--- config.mk ---
export PLATFORM = sky130hd
export DESIGN_NAME = uart_rx
export DESIGN_NICKNAME = d
export VERILOG_FILES = /design/src/rtl/uart_pkg.sv /design/src/rtl/uart_sync2.sv /design/src/rtl/uart_rx.sv
export SDC_FILE = /design/constraint.sdc
export NUM_CORES = 1
export LEC_CHECK = 0
export BUFFER_PORTS_ARGS = -buffer_cell sky130_fd_sc_hd__clkbuf_2
export CAP_MARGIN = 20
export CORE_UTILIZATION = 26
export DETAILED_ROUTE_END_ITERATION = 16
export PLACE_DENSITY = 0.47
export SYNTH_ARGS = -nofsm -noshare
export SYNTH_HDL_FRONTEND = slang
export SYNTH_SLANG_ARGS = --single-unit
--- constraint.sdc ---
create_clock -name clock -period 5 [get_ports clock]
set_input_delay 0.5 -clock clock [delete_from_list [all_inputs] [get_ports clock]]
set_output_delay 0.5 -clock clock [all_outputs]
set_load 0.02 [all_outputs]
--- src/rtl/uart_pkg.sv ---
// Shared UART definitions: frame geometry, mid-bit sample point and the
// receiver state encoding. The transmitter pulls OVERSAMPLE and DATA_BITS
// from here so both ends of the link agree on the frame shape.
package uart_pkg;

   // Clock cycles per bit on the line.
   localparam int OVERSAMPLE = 16;

   // Data bits carried in each frame.
   localparam int DATA_BITS = 8;

   // Phase index inside the start bit where the line is re-checked. Every
   // later sample falls a whole bit period after this point, so all samples
   // land near the middle of their bit.
   localparam int MID_SAMPLE = 7;

   // Receiver state encoding.
   typedef enum logic [2:0] {
      IDLE  = 3'd0,
      START = 3'd1,
      DATA  = 3'd2,
      STOP  = 3'd3,
      BREAK = 3'd4
   } rxState_t;

   // Width of a counter that must hold the values 0..n-1, never narrower
   // than one bit so a degenerate parameter still elaborates.
   function automatic int cntWidth(input int n);
      return (n > 1) ? $clog2(n) : 1;
   endfunction

endpackage

--- src/rtl/uart_sync2.sv ---
// Two-flop synchronizer for the asynchronous serial line. Both flops reset
// to 1 so an idle-high line never looks like a start bit coming out of reset.
module uart_sync2 (
   input  logic clock,
   input  logic reset,
   input  logic d,
   output logic q
);

   logic meta;

   // Shift the raw line through two flops to settle metastability.
   always_ff @(posedge clock or posedge reset) begin
      if (reset) begin
         meta <= 1'b1;
         q    <= 1'b1;
      end else begin
         meta <= d;
         q    <= meta;
      end
   end

endmodule

--- src/rtl/uart_rx.sv ---
// UART receiver. The line is synchronized, then a five-state machine finds
// the start bit, samples each data bit at mid-bit, checks the stop bit and
// hands the byte to the consumer through a one-deep holding register with
// valid/acknowledge handshaking, overrun detection and framing-error pulses.
module uart_rx #(
   parameter int OVERSAMPLE = 16,
   parameter int DATA_BITS  = 8
) (
   input  logic                 clock,
   input  logic                 reset,
   input  logic                 rxPin,
   input  logic                 readAck,
   output logic [DATA_BITS-1:0] data,
   output logic                 dataValid,
   output logic                 framingError,
   output logic                 overrun
);

   import uart_pkg::*;

   localparam int CW = cntWidth(OVERSAMPLE);
   localparam int BW = cntWidth(DATA_BITS);

   localparam logic [CW-1:0] CNT_LAST = CW'(OVERSAMPLE - 1);
   localparam logic [CW-1:0] CNT_MID  = CW'(MID_SAMPLE);
   localparam logic [BW-1:0] BIT_LAST = BW'(DATA_BITS - 1);

   logic                 rxS;
   rxState_t             state;
   rxState_t             stateNext;
   logic [CW-1:0]        cnt;
   logic [CW-1:0]        cntNext;
   logic [CW-1:0]        cntInc;
   logic                 cntAtLast;
   logic [BW-1:0]        bitCnt;
   logic [BW-1:0]        bitCntNext;
   logic [DATA_BITS-1:0] shiftReg;
   logic [DATA_BITS-1:0] shiftNext;
   logic                 byteDone;
   logic                 stopFail;

   uart_sync2 sync (
      .clock (clock),
      .reset (reset),
      .d     (rxPin),
      .q     (rxS)
   );

   // The phase counter wraps at OVERSAMPLE-1 so a non-power-of-two rate still
   // gives exactly one sample per bit period.
   assign cntAtLast = (cnt == CNT_LAST);
   assign cntInc    = cntAtLast ? '0 : cnt + CW'(1);

   // Frame state, phase counter, bit counter and shift register.
   always_ff @(posedge clock or posedge reset) begin
      if (reset) begin
         state    <= IDLE;
         cnt      <= '0;
         bitCnt   <= '0;
         shiftReg <= '0;
      end else begin
         state    <= stateNext;
         cnt      <= cntNext;
         bitCnt   <= bitCntNext;
         shiftReg <= shiftNext;
      end
   end

   // Frame sequencing: the counter sits at 0 in the cycle the low line is
   // first seen, so START re-checks at mid-bit and entering DATA clears it,
   // making every later sample fall one full bit period apart.
   always_comb begin
      stateNext  = state;
      cntNext    = cnt;
      bitCntNext = bitCnt;
      shiftNext  = shiftReg;
      byteDone   = 1'b0;
      stopFail   = 1'b0;

      unique case (state)
         IDLE: begin
            cntNext    = '0;
            bitCntNext = '0;
            if (!rxS) begin
               stateNext = START;
               cntNext   = CW'(1);
            end
         end

         START: begin
            cntNext = cntInc;
            if (cnt == CNT_MID) begin
               cntNext = '0;
               if (rxS) begin
                  stateNext = IDLE;
               end else begin
                  stateNext = DATA;
               end
            end
         end

         DATA: begin
            cntNext = cntInc;
            if (cntAtLast) begin
               shiftNext = {rxS, shiftReg[DATA_BITS-1:1]};
               if (bitCnt == BIT_LAST) begin
                  bitCntNext = '0;
                  stateNext  = STOP;
               end else begin
                  bitCntNext = bitCnt + BW'(1);
               end
            end
         end

         STOP: begin
            cntNext = cntInc;
            if (cntAtLast) begin
               cntNext = '0;
               if (rxS) begin
                  byteDone  = 1'b1;
                  stateNext = IDLE;
               end else begin
                  stopFail  = 1'b1;
                  stateNext = BREAK;
               end
            end
         end

         BREAK: begin
            cntNext = '0;
            if (rxS) begin
               stateNext = IDLE;
            end
         end

         default: begin
            stateNext = IDLE;
            cntNext   = '0;
         end
      endcase
   end

   // Consumer handshake: a finished byte is taken when the holder is empty or
   // is being emptied this very cycle; otherwise it is dropped and overrun
   // sticks until the next acknowledge.
   always_ff @(posedge clock or posedge reset) begin
      if (reset) begin
         data         <= '0;
         dataValid    <= 1'b0;
         framingError <= 1'b0;
         overrun      <= 1'b0;
      end else begin
         framingError <= stopFail;

         if (readAck) begin
            overrun <= 1'b0;
         end

         if (byteDone) begin
            if (!dataValid || readAck) begin
               data      <= shiftReg;
               dataValid <= 1'b1;
            end else begin
               overrun <= 1'b1;
            end
         end else if (readAck) begin
            dataValid <= 1'b0;
         end
      end
   end

endmodule

==> results.toml <==
[setup_path]
reg2reg_depth = 4
reg2reg_from = "cnt[0]$_DFF_PP0_"
cp-end-kind = "flip-flop"
crit_required_ns = 5.17
worstPathArrival_ns = 1.93
criticalPathCategory = "flip-flop to flip-flop"
start_kind = "flip-flop"
crit_fanout = 8
reg2reg_slack_ns = 3.24
critPathLaunch = "cnt[0]$_DFF_PP0_"

[flow_run]
max_cap_violations = 0

[clocking]
cts_tree = "built"
cts_max_path_buffers = 2
cts_inserted_buffers = 5
cts.clk_slew.worst_paths_ns = 0.07
clock-root-buffer = "clkbuf_8"
h-tree-depth = 2
cts_sinks = 31
ctsResizeCount = 0
cts_setup_buffers = 0
clk_latency_ns = 0.29
cts_hold_buffers = 0

[placement]
place_congestion = 0.774
pre_cts_slack_ns = 3.25
dp_hpwl_mm = 1.74
port_buffers = 14
place_area_um2 = 1530

[sta]
fin_crit_sh_pct = 35.2
finalHoldViolCount = 0
worstMarginPinSlew_ns = 0.477
hold_slack_ns = 0.286
worst_slack_ns = 3.24
min_period_ns = 1.76
rsz0062_at_grt = "false"
setup_tns_ns = 0
drv_slew = 0
clock_skew_ns = 0.00475
fmax_ghz = 0.569
relSlewSlack_pct = 68.2
finalSetupViolCount = 0

[power_and_ir_drop]
ir_drop_v = 0.000122
p_per_area_nw_per_um2 = 474
p_leak_nw = 0.766

[yosys]
yosys_warnings = 0
ys_seq_elements = 31
ys_seq_area_share_pct = 54.0
avgSynthCellArea_um2 = 12.2
synth_area_um2 = 1440
ys_types = 34
synth_cells = 118
syn_nets = 125

[detailed_routing]
drc = 0
vias = 945
firstDrtPassIters = 4
ant_nets = 0
post_drt_via_cell_ratio = 4.68
wl_per_cell_um = 12.7
initialDrtViolationCount = 41
routed_wl_mm = 2.57

[final_layout]
syn2layout_area_growth_pct = 14.2
layout_common_cells = "dfrtp_1, clkbuf_2, mux2_4, nand3_1"
drive_above_1_share_pct = 34.8
fin_nets = 138
stdcell_area_um2 = 1650
diodes = 0
layout_commonest_cell = "dfrtp_1"
final_util_pct = 31.4

[floorplan]
die_h_um = 76.5
io-pin-count = 15
die-area_um2 = 5850
core_um2 = 5240
start_util_pct = 27.5
die_w_um = 76.5
rows = 26

[global_route]
grt_overflow_total = 0
antenna_found_initial = 0
grt_start_max_net_pins = 32
grt_pass1_vias = 957
grt_pass1_wl_mm = 4.42
grtUsageTotal_pct = 10.0

[status]
status = "finished, final reports clean"

[min_path]
hold_class = "input port to asynchronous set/reset pin"
[routing by layer]
metal  wire [um]  global-route usage [%]  vias to the layer above
li1            -                       -                      444
met1        1180                    11.4                      471
met2        1220                    15.8                       23
met3          97                    2.87                        7
met4          74                    7.50                        0
met5           0                       0                        -
[cell usage after synthesis, drive strengths merged]
cell type / n / area [um2]
mux2: 16 / 214
o32ai: 1 / 8.76
nand3: 9 / 45.0
buf: 6 / 66.3
dfrtp: 29 / 726
and4: 1 / 11.3
ha: 3 / 37.5
and2: 1 / 8.76
dfstp: 2 / 52.6
nand4: 3 / 18.8
a21oi: 7 / 35.0
nand2b: 1 / 6.26
o21a: 1 / 7.51
xnor2: 1 / 8.76
xor2: 1 / 8.76
clkbuf: 3 / 11.3
nor2: 7 / 26.3
a31oi: 1 / 6.26
nor4: 1 / 6.26
nor3: 3 / 15.0
inv: 2 / 7.51
nor2b: 1 / 6.26
nand2: 6 / 22.5
and3: 2 / 18.8
o21ai: 5 / 25.0
a41oi: 1 / 8.76
o21bai: 1 / 7.51
nand3b: 2 / 15.0
and3b: 1 / 10.0
[layout make-up]
type                            count  area, um2
Fill cell                         526       3590
Clock buffer                        6       82.6
Sequential cell                    31        778
Clock inverter                      2       35.0
Timing Repair Buffer               15       77.6
Inverter                            2       7.51
Tap cell                           70       87.6
Multi-Input combinational cell     76        578
[per-stage QoR]
stage / power, mW / cells
after floorplan: 0.514 / 118
after global placement: 0.526 / 194
after detailed placement: 0.532 / 194
after CTS: 0.795 / 202
after global routing: 0.837 / 202
final: 0.781 / 202
[report_power, final]
group / switching (mW) / internal, mW
Combinational: 0.0858 / 0.0812
Sequential: 0.0683 / 0.291
Clock: 0.0933 / 0.161
Total: 0.247 / 0.534
[critical path, cell delays in order, from the launching register on]
cell,delay [ns]
dfrtp_1,0.40
ha_1,0.32
and4_4,0.30
and3_4,0.30
mux2_4,0.32
[path summary, 6_finish.rpt]
check / end
max reg2reg: data[4]$_DFFE_PP0P_
max: data[4]$_DFFE_PP0P_
min reg2reg: sync.q$_DFF_PP1_
min: data[2]$_DFFE_PP0P_
min in group clock: sync.meta$_DFF_PP1_
max in group asynchronous: sync.q$_DFF_PP1_
[cells by family (layout without fill, tap and decap cells)]
| logic type | Yosys count | count (layout) | synth area share (%) |
|---|---|---|---|
| fa+ha+maj | 3 | 3 | 2.60 |
| flops | 31 | 31 | 54.0 |
| simple gates | 38 | 38 | 14.6 |
| buf+inv | 11 | 25 | 5.90 |
| compound gates | 17 | 17 | 6.86 |
| xor+xnor | 2 | 2 | 1.22 |
| mux | 16 | 16 | 14.8 |
[state kept, by name, indices dropped and copies added, names as in the netlist]
register and flops:
framingError 1, sync.q 1, cnt 4, state 3, shiftReg 8, data 8
bitCnt 3, dataValid 1, overrun 1, sync.meta 1
Power figures use the tool's default switching activity.
